File: src/rtl/display_scan_scheduler.sv
// rtl/display_scan_scheduler.sv - frame-coherent 4-digit scan scheduler with anti-ghost blanking
module display_scan_scheduler #(
    parameter int REFRESH_DIV  = 50000,
    parameter int BLANK_CYCLES = 4
) (
    input  logic        clock,
    input  logic        reset,
    input  logic        funct_select,
    input  logic [15:0] cuenta_frec,
    input  logic [15:0] cuenta_CT,
    input  logic        upd_req,
    output logic        upd_ack,
    output logic [3:0]  digit_bcd,
    output logic [3:0]  code_7seg,
    output logic        source_ind
);

    localparam int MAXD = (REFRESH_DIV > BLANK_CYCLES) ? REFRESH_DIV : BLANK_CYCLES;
    localparam int CW   = (MAXD > 1) ? $clog2(MAXD) : 1;
    localparam logic [CW-1:0] SCAN_LOAD  = CW'(REFRESH_DIV - 1);
    localparam logic [CW-1:0] BLANK_LOAD = CW'((BLANK_CYCLES > 0) ? BLANK_CYCLES - 1 : 0);

    typedef enum logic [1:0] {S_LOAD, S_SCAN, S_BLANK} state_t;

    state_t         state, state_n;
    logic [1:0]     digit, digit_n;
    logic [CW-1:0]  cnt, cnt_n;
    logic [15:0]    snap, snap_n;
    logic           pending, pending_n;
    logic           src_n, ack_n;
    logic [3:0]     bcd_n, en_n;

    // Leading-zero test uses raw nibbles, so A-F counts as non-zero.
    function automatic logic [3:0] disp(input logic [15:0] s, input logic [1:0] d);
        logic [3:0] n;
        logic       lz;
        case (d)
            2'd0:    begin n = s[3:0];   lz = 1'b0;             end
            2'd1:    begin n = s[7:4];   lz = (s[15:4] == '0);  end
            2'd2:    begin n = s[11:8];  lz = (s[15:8] == '0);  end
            default: begin n = s[15:12]; lz = (s[15:12] == '0); end
        endcase
        return (lz || n > 4'd9) ? 4'hF : n;
    endfunction

    always_comb begin
        state_n   = state;
        digit_n   = digit;
        cnt_n     = cnt;
        snap_n    = snap;
        src_n     = source_ind;
        pending_n = pending | upd_req;
        ack_n     = 1'b0;
        case (state)
            S_LOAD: begin
                snap_n    = funct_select ? cuenta_CT : cuenta_frec;
                src_n     = funct_select;
                ack_n     = pending | upd_req;
                pending_n = 1'b0;
                state_n   = S_SCAN;
                digit_n   = 2'd0;
                cnt_n     = SCAN_LOAD;
            end
            S_SCAN: begin
                if (cnt != '0) begin
                    cnt_n = cnt - 1'b1;
                end else if (BLANK_CYCLES > 0) begin
                    state_n = S_BLANK;
                    cnt_n   = BLANK_LOAD;
                end else if (digit == 2'd3) begin
                    state_n = S_LOAD;
                end else begin
                    digit_n = digit + 2'd1;
                    cnt_n   = SCAN_LOAD;
                end
            end
            default: begin
                if (cnt != '0) begin
                    cnt_n = cnt - 1'b1;
                end else if (digit == 2'd3) begin
                    state_n = S_LOAD;
                end else begin
                    state_n = S_SCAN;
                    digit_n = digit + 2'd1;
                    cnt_n   = SCAN_LOAD;
                end
            end
        endcase

        // Outputs are registered, so they are derived from the next state.
        bcd_n = 4'hF;
        en_n  = 4'hF;
        if (state_n == S_SCAN) begin
            en_n  = ~(4'b0001 << digit_n);
            bcd_n = disp(snap_n, digit_n);
        end
    end

    always_ff @(posedge clock or posedge reset) begin
        if (reset) begin
            state      <= S_LOAD;
            digit      <= 2'd0;
            cnt        <= '0;
            snap       <= '0;
            pending    <= 1'b0;
            upd_ack    <= 1'b0;
            digit_bcd  <= 4'hF;
            code_7seg  <= 4'hF;
            source_ind <= 1'b0;
        end else begin
            state      <= state_n;
            digit      <= digit_n;
            cnt        <= cnt_n;
            snap       <= snap_n;
            pending    <= pending_n;
            upd_ack    <= ack_n;
            digit_bcd  <= bcd_n;
            code_7seg  <= en_n;
            source_ind <= src_n;
        end
    end

endmodule

File: config.mk
export PLATFORM = sky130hd
export DESIGN_NAME = display_scan_scheduler
export DESIGN_NICKNAME = d
export VERILOG_FILES = /design/src/rtl/display_scan_scheduler.sv
export SDC_FILE = /design/constraint.sdc
export NUM_CORES = 1
export LEC_CHECK = 0
export BUFFER_PORTS_ARGS = -buffer_cell sky130_fd_sc_hd__buf_2
export CORE_MARGIN = 4
export CORE_UTILIZATION = 40
export CTS_BUF_LIST = sky130_fd_sc_hd__clkbuf_8
export CTS_CLUSTER_DIAMETER = 80
export CTS_CLUSTER_SIZE = 24
export DETAILED_ROUTE_END_ITERATION = 8
export REMOVE_ABC_BUFFERS = 1
export SKIP_LAST_GASP = 1
export SLEW_MARGIN = 0
export SYNTH_ARGS = -nofsm -noshare
export SYNTH_HDL_FRONTEND = slang
export SYNTH_SLANG_ARGS = --single-unit
File: constraint.sdc
create_clock -name clock -period 5 [get_ports clock]
set_input_delay 0.25 -clock clock [delete_from_list [all_inputs] [get_ports clock]]
set_output_delay 0.25 -clock clock [all_outputs]
set_load 0.1 [all_outputs]
==> flow_metrics.tcl <==
set metrics [dict create \
    status "finished, final reports clean" \
    cts_tree "yes" \
    postRouteAntennaNets 0 \
    timing.slew.headroom 0.349 \
    final-seq-area_um2 1190 \
    min_period_ps 3040 \
    cp_slowest_cell "or2_1" \
    power-per-cell-area_nw_per_um2 242 \
    multi_input_area_um2 1350 \
    r2r_start "state[1]$_DFF_PP0_" \
    async_flop_share 1.00 \
    grt_pass1_wl_um 10600 \
    dieArea_um2 8120 \
    wl_um 6120 \
    final_util 0.464 \
    clk_latency_ps 300 \
    rsz0062_at_grt "no" \
    cts-root-buf "clkbuf_8" \
    synthCells 280 \
    vias 2108 \
    yosys.area_share.simple 0.216 \
    cts_buffers 5 \
    reg2reg_slack_ps 1960 \
    io_buffers 45 \
    hold_path_class "input port to async pin" \
    post-dp-hpwl_um 4430 \
    diodes 0 \
    placed_area_um2 2910 \
    cts.sinks 47 \
    antenna_found_initial 0 \
    coreArea_um2 6460 \
    synthAdderAreaFrac 0.00464 \
    drt_iter0_drc 121 \
    ys_seq_area_frac 0.440 \
    fillers 624 \
    worstPathArrival_ps 3260 \
    drv_slew 0 \
    initial_core_util 0.417 \
    fin_area_um2 3000 \
    die_h_um 90.1 \
    worst_pin_slew_ps 976 \
    synth-compound-area-share 0.153 \
    drc 0 \
    die_w_um 90.1 \
    fin_crit_sh 0.608 \
    critical-path-max-stage-delay_ps 750 \
    htreeDepth 2 \
    hold_buffers 0 \
    cts_buffer_depth 2 \
    synthFlopType "dfrtp_1" \
    area_growth_pct 11.1 \
    max_cap_violations 0 \
    cp.buffers_inverters 0 \
    setup_tns_ps 0 \
    startpoint_type "register" \
    worstRegToRegCells 7 \
    r2r-end "digit_bcd[2]$_DFF_PP1_" \
    critical_path.top_delay_family "simple AND/OR/NAND/NOR gates" \
    avgSynthCellArea_um2 9.63 \
    avgViaCountPerCell 5.35 \
    grt_max_degree 48 \
    num_rows 29 \
    ys_ff_latch 47 \
    first_pass_iters 4 \
    yosysWarningCount 0 \
    cts_resized 0 \
    post_cts_buffers 0 \
    pin_count 46 \
    clock.fmax_mhz 329 \
    end_kind "register" \
    critPathMaxFanout 24 \
    grt_pass1_vias 2112 \
    hold_violations 0 \
    synth_area_um2 2700 \
    final_net_count 353 \
    synth_top_family_by_area "simple AND/OR/NAND/NOR gates" \
    cp.required_ps 5220 \
    ys_types 61 \
    clk_pin_slew_worst_paths_ps 90 \
    peakVddDrop_mv 0.0930 \
    fin_worst_skew_ps 6.28 \
    grt_usage 0.158 \
    synthMuxAreaShare 0.0872 \
    synth_edf_count 0 \
    crit_chain "or2_1 -> o21ai_1 -> or4b_1 -> a221oi_2 -> o21bai_1 -> nand3_1 -> o211ai_1" \
    p_leak_nw 1.28 \
    drive_gt1_frac 0.246 \
    place_congestion 0.913 \
    synthXorXnorAreaFrac 0.0390 \
    finalSetupViolations 0 \
    wl_per_cell_um 15.5 \
    grt-ovfl-total 0 \
    critPathKind "register to register" \
]
## worst reg2reg max path: cells and delay by family (launching register included)
family / cells / cell delay, ps
compound gates: 4 / 860
flops: 1 / 700
simple gates: 3 / 1410
## registers in the layout, indices dropped and copies added (netlist names)
| name | flops |
|---|---|
| pending | 1 |
| digit | 2 |
| cnt | 16 |
| upd_ack | 1 |
| source_ind | 1 |
| code_7seg | 4 |
| snap | 16 |
| digit_bcd | 4 |
| state | 2 |
## worst max-delay path by stage
stage,startpoint,to,slack [ps],cells after the start
2_1_floorplan,state[1]$_DFF_PP0_,digit_bcd[2]$_DFF_PP1_,2540,7
3_3_place_gp,state[1]$_DFF_PP0_,digit_bcd[2]$_DFF_PP1_,2050,7
3_5_place_dp,state[1]$_DFF_PP0_,digit_bcd[2]$_DFF_PP1_,2010,7
4_1_cts,state[1]$_DFF_PP0_,digit_bcd[2]$_DFF_PP1_,1980,7
5_1_grt,state[1]$_DFF_PP0_,digit_bcd[1]$_DFF_PP1_,1750,7
6_report,state[1]$_DFF_PP0_,digit_bcd[2]$_DFF_PP1_,1960,7
## logic make-up after synthesis
logic type | Yosys count
adders and majority gates | 1
DFF | 47
xor gates and xnor gates | 12
muxes | 22
and+or+nand+nor | 106
AOI/OAI and AO/OA | 63
buffers and inverters | 29
## metrics by stage
step                setup WS (ps)  hold WS, ps  cells  total power (W)
finish                       1960          177    394         0.000726
global placement             2050          464    386         0.000498
global route                 1750          197    394         0.000759
CTS                          1980          180    394         0.000733
detailed placement           2010          471    386         0.000499
floorplan                    2540          355    264         0.000469
## cell usage after synthesis, types with 4 or more instances
cell	instances	area, µm²
dfrtp_1	39	976
xor2_1	6	52.6
buf_4	7	52.6
nand2b_1	5	31.3
nand2_1	22	82.6
mux2i_1	15	150
o21ai_1	8	40.0
nor4_1	4	25.0
nand3_1	4	20.0
dfstp_2	8	210
nor2_1	31	116
xnor2_1	6	52.6
nor3_1	11	55.1
inv_1	12	45.0
a21oi_1	17	85.1
o21ai_0	14	70.1
## routing by layer
metal | GRT usage | wire length, µm
met5 | 0 | 0
met2 | 0.240 | 2640
met1 | 0.229 | 3040
met4 | 0.0370 | 53
met3 | 0.0334 | 379
## layout by cell type, fill, tap and decap left out, drive strengths merged, types with 3 or more instances in the layout
master  count
xor2        6
o211ai      3
dfstp       8
nand2b      5
a21oi      17
a21o        3
nor2       32
buf        45
o21ai      22
nor3       11
nor4        7
clkbuf      6
o21a        3
dfrtp      39
inv        13
nand4       3
nand2      22
mux2        6
or4         3
xnor2       6
nand3       4
mux2i      16
## report_power, final
| group | total (W) | internal [W] | switching, W |
|---|---|---|---|
| sequential | 0.000400 | 0.000395 | 0.00000469 |
| combinational | 0.0000907 | 0.0000308 | 0.0000599 |
| clock | 0.000235 | 0.000110 | 0.000125 |
## final cells by class
cell class	instances	share of cell area
multi-input combinational	204	0.450
sequential	47	0.396
timing repair buffer	45	0.0752
tap	77	0.0322
clock buffer	6	0.0276
inverter	13	0.0167
clock inverter	2	0.00292
Note: power is estimated with default switching activity, not from simulation.
